$ cat src/rtl/lcd_bus_reader.sv
// HD44780-style LCD read sequencer: drives RS/RW/EN with programmable setup,
// pulse, hold and gap timing, with optional busy-flag polling on status reads.
module lcd_bus_reader #(
  parameter int SETUP_CYC = 3,
  parameter int EN_CYC    = 13,
  parameter int HOLD_CYC  = 3,
  parameter int GAP_CYC   = 25,
  parameter int MAX_POLLS = 255
) (
  input  logic       clk_i,
  input  logic       reset_i,
  input  logic       rd_req_i,
  input  logic       rd_rs_i,
  input  logic       wait_bf_i,
  output logic       rd_ready_o,
  output logic       rd_valid_o,
  output logic [7:0] rd_data_o,
  output logic       busy_o,
  output logic [6:0] addr_o,
  output logic       timeout_o,
  output logic       lcd_rs_o,
  output logic       lcd_rw_o,
  output logic       lcd_en_o,
  input  logic [7:0] lcd_data_in_i,
  output logic       lcd_data_oe_o
);

  typedef enum logic [2:0] {IDLE, SETUP, EN_HIGH, HOLD, GAP, DONE} state_t;

  state_t     state_q;
  logic [7:0] cnt_q, cnt_d;
  logic [7:0] polls_q, polls_d;
  logic       rs_q, waitBf_q;
  logic [7:0] data_q;
  logic       busy_q, timeout_q;
  logic [6:0] addr_q;
  logic       lcdRs_q, lcdRw_q, lcdEn_q, lcdOe_q;
  logic       rdReady_q, rdValid_q;
  logic       lastCyc;

  // Per-state dwell counter end detect; poll counter saturates instead of wrapping.
  always_comb begin
    cnt_d   = cnt_q + 8'd1;
    polls_d = (polls_q == 8'(MAX_POLLS)) ? polls_q : polls_q + 8'd1;
    lastCyc = 1'b0;
    case (state_q)
      SETUP:   lastCyc = (cnt_q == 8'(SETUP_CYC - 1));
      EN_HIGH: lastCyc = (cnt_q == 8'(EN_CYC - 1));
      HOLD:    lastCyc = (cnt_q == 8'(HOLD_CYC - 1));
      GAP:     lastCyc = (cnt_q == 8'(GAP_CYC - 1));
      default: lastCyc = 1'b0;
    endcase
  end

  always_ff @(posedge clk_i) begin
    if (reset_i) begin
      state_q   <= IDLE;
      cnt_q     <= 8'd0;
      polls_q   <= 8'd0;
      rs_q      <= 1'b0;
      waitBf_q  <= 1'b0;
      data_q    <= 8'd0;
      busy_q    <= 1'b1;
      addr_q    <= 7'd0;
      timeout_q <= 1'b0;
      lcdRs_q   <= 1'b0;
      lcdRw_q   <= 1'b0;
      lcdEn_q   <= 1'b0;
      lcdOe_q   <= 1'b1;
      rdReady_q <= 1'b1;
      rdValid_q <= 1'b0;
    end else begin
      rdValid_q <= 1'b0;
      case (state_q)
        IDLE: begin
          if (rd_req_i) begin
            rs_q      <= rd_rs_i;
            waitBf_q  <= wait_bf_i & ~rd_rs_i;
            lcdRs_q   <= rd_rs_i;
            lcdRw_q   <= 1'b1;
            lcdOe_q   <= 1'b0;
            cnt_q     <= 8'd0;
            polls_q   <= 8'd0;
            rdReady_q <= 1'b0;
            state_q   <= SETUP;
          end
        end
        SETUP: begin
          if (lastCyc) begin
            lcdEn_q <= 1'b1;
            cnt_q   <= 8'd0;
            state_q <= EN_HIGH;
          end else begin
            cnt_q <= cnt_d;
          end
        end
        // The bus is captured on the same edge that drops EN.
        EN_HIGH: begin
          if (lastCyc) begin
            lcdEn_q <= 1'b0;
            data_q  <= lcd_data_in_i;
            polls_q <= polls_d;
            cnt_q   <= 8'd0;
            state_q <= HOLD;
          end else begin
            cnt_q <= cnt_d;
          end
        end
        HOLD: begin
          if (lastCyc) begin
            cnt_q   <= 8'd0;
            lcdRw_q <= 1'b0;
            if (waitBf_q && data_q[7] && (polls_q < 8'(MAX_POLLS))) begin
              state_q <= GAP;
            end else begin
              rdValid_q <= 1'b1;
              state_q   <= DONE;
              if (!rs_q) begin
                busy_q    <= data_q[7];
                addr_q    <= data_q[6:0];
                timeout_q <= waitBf_q & data_q[7];
              end
            end
          end else begin
            cnt_q <= cnt_d;
          end
        end
        GAP: begin
          if (lastCyc) begin
            cnt_q   <= 8'd0;
            lcdRw_q <= 1'b1;
            state_q <= SETUP;
          end else begin
            cnt_q <= cnt_d;
          end
        end
        DONE: begin
          lcdOe_q   <= 1'b1;
          rdReady_q <= 1'b1;
          state_q   <= IDLE;
        end
        default: state_q <= IDLE;
      endcase
    end
  end

  assign rd_ready_o    = rdReady_q;
  assign rd_valid_o    = rdValid_q;
  assign rd_data_o     = data_q;
  assign busy_o        = busy_q;
  assign addr_o        = addr_q;
  assign timeout_o     = timeout_q;
  assign lcd_rs_o      = lcdRs_q;
  assign lcd_rw_o      = lcdRw_q;
  assign lcd_en_o      = lcdEn_q;
  assign lcd_data_oe_o = lcdOe_q;

endmodule

$ cat config.mk
export PLATFORM = sky130hd
export DESIGN_NAME = lcd_bus_reader
export DESIGN_NICKNAME = d
export VERILOG_FILES = /design/src/rtl/lcd_bus_reader.sv
export SDC_FILE = /design/constraint.sdc
export NUM_CORES = 1
export LEC_CHECK = 0
export ABC_CLOCK_PERIOD_IN_PS = 2950
export BUFFER_PORTS_ARGS = -buffer_cell sky130_fd_sc_hd__buf_4
export CAP_MARGIN = 20
export CORE_ASPECT_RATIO = 1.1
export CORE_MARGIN = 8
export CORE_UTILIZATION = 60
export CTS_BUF_LIST = sky130_fd_sc_hd__clkbuf_8
export DETAILED_ROUTE_END_ITERATION = 8
export PLACE_DENSITY_LB_ADDON = 0.3
export SLEW_MARGIN = 20
export SYNTH_ARGS = -nofsm -noshare
export SYNTH_HDL_FRONTEND = slang
export SYNTH_SLANG_ARGS = --single-unit
$ cat constraint.sdc
create_clock -name clk_i -period 2.95 [get_ports clk_i]
set_input_delay 0 -clock clk_i [delete_from_list [all_inputs] [get_ports clk_i]]
set_output_delay 0 -clock clk_i [all_outputs]
set_load 0.05 [all_outputs]
==> key figures, run 1 <==
Synthesis
  – Synth top area share: about two fifths
  – Mapped Cells: 249
  – Post-synthesis sequential area ratio: 40.1%
  – Syn Std Cell Area: about 0.0021 mm2
  – Total number of yosys warnings: 0
  – Syn nets: between 200 and 300
  – Distinct cells, synth: 47
  – Top cells by area, synth: dfxtp_1 40%, mux2i_1 8.1%, nor2_1 5.4%, a21oi_1 4.5%, nand2_1 3.4%
  – EDFF count, synth: 0
  – Post-synth top area cell: dfxtp_1
  – Main synth FF type: dfxtp_1
  – Ys async rst share: 0%
  – Flops & latches, synth: between 40 and 50
  – Syn Area/Cell: roughly 8.4 um2

Clock network
  – Worst skew pair latency: about 300 ps
  – CTS tree: yes
  – CTS Root Cell: clkbuf_8
  – H-tree depth: 2
  – Clock buffer depth: 2
  – CTS-repair resized insts: 0
  – Clock sink total: 42
  – Num CTS Buffers: 5
  – Clock Pin Slew Worst Setup and Hold Paths: approximately 80 ps

Cells and area
  – Fin util: ~80%
  – Area grow syn2layout: 23.8%
  – Nets@finish: between 300 and 400
  – Diode count: 0
  – Share of layout cells above drive strength 1: 17.0%
  – Register Area: about 840 um2
  – Filler cell count: approximately 220
  – Multi-input logic area: between 0.001 and 0.0015 mm2

Timing
  – Final min period: roughly 2700 ps
  – Final Max Slew Viols: 0
  – Final setup vio count: 0
  – Fin. Hold Viols: 0
  – Hold WS: just under 100 ps
  – Least-Margin Pin Slew: 596 ps
  – Worst rel slew slack: 60.2%
  – Final Cycle Share: about 90%
  – Max Clk Rate: between 300 and 400 MHz
  – Clk_skew: around 3.7 ps
  – RSZ-0062 raised after global routing: false
  – Setup TNS: 0 ps

Pwr
  – PD cells: about 520 mW/mm2
  – Static Leakage: roughly 1.1 nW
  – Peak supply drop: about 340 uV

Floorplan
  – Chip Height: 78.0 um
  – Starting Density: between 60% and 70%
  – Die W: slightly above 70 um
  – Die area: 0.00565 mm2
  – FP Rows: 22
  – I/O pin cnt: 36
  – CORE AREA: approximately 0.0033 mm2

Worst setup path
  – R2r setup slk: 300 ps
  – Element type at the critical path end: flip-flop
  – Crit path max fanout: 18
  – Startpoint Class: flip-flop
  – Critical Path AT: a little under 3000 ps
  – CP cell instances: nand2b_1 > a21oi_1 > o211a_1 > buf_4 > or4_1 > nor3b_1 > a21o_1
  – Req. time, crit path: about 3200 ps
  – Setup CP Type: flip-flop to flip-flop
  – CP max stage cell: dfxtp_1
  – Highest cell delay on the worst timing path: 710 ps

Route
  – DRC Markers: 0
  – DR pass1 iterations: 4
  – Vias per cell: just under 6
  – Final WL: 5280 um
  – Avg WL per Cell: about 16 um
  – DR vias: about 2000
  – Post-DRT Antenna Nets: 0
  – Initial drt markers: 143

Global routing
  – Antenna violations before repair: 0
  – Vias in the first global route: roughly 1800
  – Gr ovfl total: 0
  – Total global-route track usage: between 10% and 20%
  – First-pass GRT wire length: approximately 8700 um
  – Largest net degree at the start of global routing: 40

Placed design
  – Routability congestion estimate: ~0.83
  – Post-DP HPWL: about 3500 um
  – PortBufs: 35

Outcome
  – Outcome: finished clean

Job
  – Max-cap viol count: 0

Hold path
  – Min-delay worst type: input pin to flip-flop
==> synth_stat cells (3+ instances only) <==
cell	n
buf_2	5
buf_4	3
nor2_1	30
clkbuf_1	8
a21o_1	5
a21oi_1	19
nor3_1	10
nor4_1	3
nand3_1	9
o21ai_0	8
dfxtp_1	42
nor3b_1	7
mux2i_1	17
and2_1	5
nand2b_1	5
or4_1	3
nand2_1	19
and3_1	5
a31oi_1	3
inv_1	4
a211oi_1	3
==> routing by layer <==
metal,routed length (um),GRT usage (%),vias to the layer above
li1,-,-,966
met1,2230,21.8,912
met2,2640,32.3,63
met3,340,5.72,8
met4,66,6.41,0
met5,0,0,-
==> critical path: cells and delay by family, from the launching register on <==
family / cells / cell delay, ps
buffers and inverters: 1 / 190
AOI/OAI and AO/OA: 3 / 380
DFF: 1 / 710
and+or+nand+nor: 3 / 1320
==> power breakdown <==
group          switching, mW  total, mW  leakage, nW  internal [mW]
clock network          0.204      0.565       0.0714          0.361
registers             0.0177      0.598        0.340          0.580
logic                  0.123      0.201        0.698         0.0785
total                  0.344       1.36         1.11           1.02
==> worst paths after layout <==
| path | start | end | cells after the start |
|---|---|---|---|
| worst max-delay path | state_q[2] | cnt_q[2] | 7 |
| worst min-delay path | rd_req_i | waitBf_q | 4 |
| worst max register to register | state_q[2] | cnt_q[2] | 7 |
| worst min register to register | waitBf_q | waitBf_q | 2 |
==> cell type report <==
class                           count  area share [%]
Tap cell                           48            2.31
Clock inverter                      2            2.31
Inverter                            4           0.578
Sequential cell                    42            32.4
Timing Repair Buffer               48            14.8
Clock buffer                        6            3.18
Multi-Input combinational cell    186            44.4
==> per-stage QoR <==
stage	setup slack, ps	power, mW	instance area (um2)	instances
6_report	297	1.36	2600	336
5_1_grt	148	1.41	2600	336
4_1_cts	350	1.36	2600	336
3_5_place_dp	422	0.798	2350	318
3_3_place_gp	525	0.795	2350	318
2_1_floorplan	943	0.749	2100	249
==> registers in the layout, indices dropped and copies added (netlist names), 3 cells and up <==
register and count:
cnt_q 8, polls_q 8, rd_data_o 8, addr_o 7, state_q 3
==> cells in the final DEF (no fill, tap or decap), drive strengths merged, types with 3 or more instances in the layout <==
master,n
clkbuf,6
a31oi,3
nor3b,8
nand2,19
mux2i,17
a21o,5
nor2,30
inv,4
dfxtp,42
and3,5
a21oi,19
nand2b,5
dlygate4sd3,10
and2,5
nor4,3
nand3,9
buf,38
nor3,10
or4,4
a211oi,3
o21ai,8
==> cell families after synthesis <==
group,after synthesis,share of synthesized area (%)
xor gates and xnor gates,3,1.25
buffers and inverters,21,4.95
muxes,17,8.11
DFF,42,40.1
adders and majority gates,2,1.19
AOI/OAI and AO/OA,54,16.7
and+or+nand+nor,110,27.7
==> what timing repair did <==
action	in CTS	in global routing
endpoints found under the setup margin	0	0
buffers inserted	0	0
endpoints found under the hold margin	10	0
hold buffers	10	0
Note: power is estimated with default switching activity, not from simulation.
==> inputs of run 2 (changes only) <==
ABC_AREA = 1   (was not set)
CORE_UTILIZATION = 40   (was 60)
==> run 2 against run 1 <==
Cell count grew 21%. Worst hold slack got worse by 81 ps. Non-clock buffer count decreased by 3. Critical path type unchanged. Largest power group unchanged.
==> key figures, run 2 <==
Route
  – DR pass1 iterations: 5 (was 4)
  – Vias per cell: 4.98 (was 5.80)
  – Avg WL per Cell: 12.7 um (was 15.7 um)
  – DR vias: 2016 (was 1949)
  – Post-DRT Antenna Nets: 0 (unchanged)
  – Initial drt markers: 70 (was 143)
  – DRC Markers: 0 (unchanged)
  – Final WL: 5140 um (was 5280 um)

Job
  – Max-cap viol count: 0 (unchanged)

Worst setup path
  – Startpoint Class: flip-flop (unchanged)
  – Req. time, crit path: 3190 ps (was 3200 ps)
  – Reg2Reg Capture Point: waitBf_q (was cnt_q[2])
  – R2r startpoint: state_q[0] (was state_q[2])
  – Crit path max fanout: 6 (was 18)
  – R2r setup slk: 1040 ps (was 300 ps)
  – Reg2Reg Depth: 8 (was 7)
  – Element type at the critical path end: flip-flop (unchanged)
  – Critical Path AT: 2150 ps (was 2900 ps)
  – Setup CP Type: flip-flop to flip-flop (unchanged)

Hold path
  – Hold Crit Start: reset_i (was rd_req_i)
  – Worst hold stages: 2 (was 4)
  – Hold endpoint: polls_q[1] (was waitBf_q)
  – Min-delay worst type: input pin to flip-flop (unchanged)

Timing
  – Fin. Hold Viols: 0 (unchanged)
  – RSZ-0062 raised after global routing: false (unchanged)
  – Final Max Slew Viols: 0 (unchanged)
  – Clk_skew: 5.91 ps (was 3.66 ps)
  – Final Cycle Share: 64.7% (was 89.9%)
  – Max Clk Rate: 524 MHz (was 377 MHz)
  – Final min period: 1910 ps (was 2650 ps)
  – Hold WS: 18.4 ps (was 99.3 ps)
  – Least-Margin Pin Slew: 653 ps (was 596 ps)
  – Setup TNS: 0 ps (unchanged)
  – Worst rel slew slack: 56.4% (was 60.2%)
  – Final setup vio count: 0 (unchanged)
  – Min setup slack post-route: 1040 ps (was 297 ps)

Clock network
  – Clock buffer depth: 2 (unchanged)
  – H-tree depth: 2 (unchanged)
  – Num CTS Buffers: 5 (unchanged)
  – Clock sink total: 42 (unchanged)
  – Clock Pin Slew Worst Setup and Hold Paths: 80 ps (about the same)
  – Worst skew pair latency: 300 ps (about the same)
  – CTS tree: yes (unchanged)
  – Setup bufs post-CTS: 0 (unchanged)
  – CTS Root Cell: clkbuf_8 (unchanged)

Cells and area
  – Design Area, Final: 0.00259 mm2 (was 0.00260 mm2)
  – Diode count: 0 (unchanged)
  – Filler cell count: 484 (was 215)
  – Fin util: 52.2% (was 78.0%)
  – Share of layout cells above drive strength 1: 17.9% (was 17.0%)
  – Area grow syn2layout: 26.3% (was 23.8%)
  – Nets@finish: 361 (was 302)
  – Layout Cells excl Fill: 405 (was 336)
  – Most frequent cells in the layout: 62 x nor2_1, 62 x nand2_1, 42 x dfxtp_1 (was 42 x dfxtp_1, 38 x buf_4, 30 x nor2_1)

Synthesis
  – Top cells by area, synth: dfxtp_1 41%, nand2_1 11%, nor2_1 11%, o21ai_0 5.4%, inv_1 5.1% (was dfxtp_1 40%, mux2i_1 8.1%, nor2_1 5.4%, a21oi_1 4.5%, nand2_1 3.4%)
  – Mapped Cells: 300 (was 249)
  – Main synth FF type: dfxtp_1 (unchanged)
  – Flops & latches, synth: 42 (unchanged)
  – Post-synth top area cell: dfxtp_1 (unchanged)
  – EDFF count, synth: 0 (unchanged)
  – Ys async rst share: 0% (unchanged)
  – Synth cell count leaders: 62 x nand2_1, 62 x nor2_1, 42 x dfxtp_1, 28 x inv_1, 22 x o21ai_0 (was 42 x dfxtp_1, 30 x nor2_1, 19 x a21oi_1, 19 x nand2_1, 17 x mux2i_1)
  – Syn nets: 315 (was 264)
  – Syn Std Cell Area: 0.00205 mm2 (was 0.00210 mm2)
  – Syn Area/Cell: 6.84 um2 (was 8.43 um2)
  – Total number of yosys warnings: 0 (unchanged)
  – Distinct cells, synth: 26 (was 47)
  – Post-synthesis sequential area ratio: 41.0% (was 40.1%)
  – Synth top area share: 41.0% (was 40.1%)

Global routing
  – Total global-route track usage: 13.6% (was 18.9%)
  – Gr ovfl total: 0 (unchanged)
  – Largest net degree at the start of global routing: 23 (was 40)
  – Vias in the first global route: 1953 (was 1843)
  – First-pass GRT wire length: 8830 um (was 8680 um)
  – Antenna violations before repair: 0 (unchanged)

Pwr
  – Final Power: 1.78 mW (was 1.36 mW)
  – Static Leakage: 1.13 nW (was 1.11 nW)
  – PD cells: 686 mW/mm2 (was 525 mW/mm2)
  – Peak supply drop: 254 uV (was 338 uV)

Floorplan
  – FP Rows: 27 (was 22)
  – Chip Height: 91.1 um (was 78.0 um)
  – Starting Density: 41.3% (was 63.0%)
  – Die area: 0.00768 mm2 (was 0.00565 mm2)
  – Die W: 84.3 um (was 72.4 um)
  – I/O pin cnt: 36 (unchanged)
  – CORE AREA: 0.00497 mm2 (was 0.00333 mm2)

Placed design
  – DP Area: 0.00235 mm2 (about the same)
  – Post-DP HPWL: 3620 um (was 3460 um)
  – Dpl cells: 387 (was 318)
  – PortBufs: 35 (unchanged)
  – Routability congestion estimate: 0.861 (was 0.826)
  – Dpl ws: 1160 ps (was 422 ps)

Outcome
  – Outcome: finished clean (unchanged)
## run 2: changes by cell type in the layout (fill, tap and decap cells not counted), moves of 7 or more
| cell | previous run | this run |
|---|---|---|
| nor3_1 | 10 | 3 |
| nor2_1 | 30 | 62 |
| inv_1 | 4 | 28 |
| mux2i_1 | 17 | 0 |
| o21ai_0 | 8 | 22 |
| o21bai_1 | 1 | 9 |
| nand3_1 | 9 | 19 |
| nand2_1 | 19 | 62 |
## run 2: logic make-up after synthesis
kind of cell / count (synthesis) / share of synthesized area, %
AND/OR/NAND/NOR: 163 / 35.0
AO/OA/AOI/OAI: 52 / 14.3
flip-flops: 42 / 41.0
buffers and inverters: 39 / 7.68
XOR/XNOR: 2 / 0.854
adder cells (fa/ha/maj): 2 / 1.22
## run 2: worst max path at each step
| stage | from | to | slack (ps) |
|---|---|---|---|
| 3_3_place_gp | state_q[1] | rd_data_o[3] | 1140 |
| 3_5_place_dp | state_q[1] | rd_data_o[4] | 1160 |
| 5_1_grt | state_q[0] | waitBf_q | 880 |
| 6_report | state_q[0] | waitBf_q | 1040 |
| 4_1_cts | state_q[0] | waitBf_q | 1070 |
| 2_1_floorplan | rd_data_o[7] | timeout_o | 1460 |
## run 2: cell type report
cell class | instances | area [um2] | share of cell area, %
tap | 58 | 72.6 | 2.80
clock buffer | 5 | 68.8 | 2.66
sequential | 42 | 841 | 32.4
timing repair buffer | 45 | 363 | 14.0
inverter | 33 | 124 | 4.78
multi-input combinational | 219 | 1050 | 40.7
clock inverter | 3 | 68.8 | 2.66
## run 2: critical path: stages (launching register included)
cell and delay (ps):
dfxtp_1 370, nor2_1 140, inv_1 110, nor2_1 100, nand2_1 200, nor2_1 200, nand2_1 70, dlygate4sd3_1 550
a21oi_1 110
## run 2: where the power goes
part           switching [mW]  leakage [nW]  internal [mW]  total, mW
combinational           0.376         0.725          0.167      0.543
clock                   0.209        0.0683          0.339      0.548
sequential             0.0619         0.340          0.624      0.686
## run 2: repair_timing
item	4_1_cts	5_1_grt
gates resized for setup	0	0
hold endpoints to repair	9	0
hold buffers	10	0
## run 2: layer usage
metal	track usage (%)	vias to the layer above	routed length, um	share of wire, %
li1	-	1049	-	-
met5	0	-	0	0
met1	15.4	903	2250	44
met4	5.76	0	102	2.0
met3	4.11	8	357	6.9
met2	22.9	56	2420	47
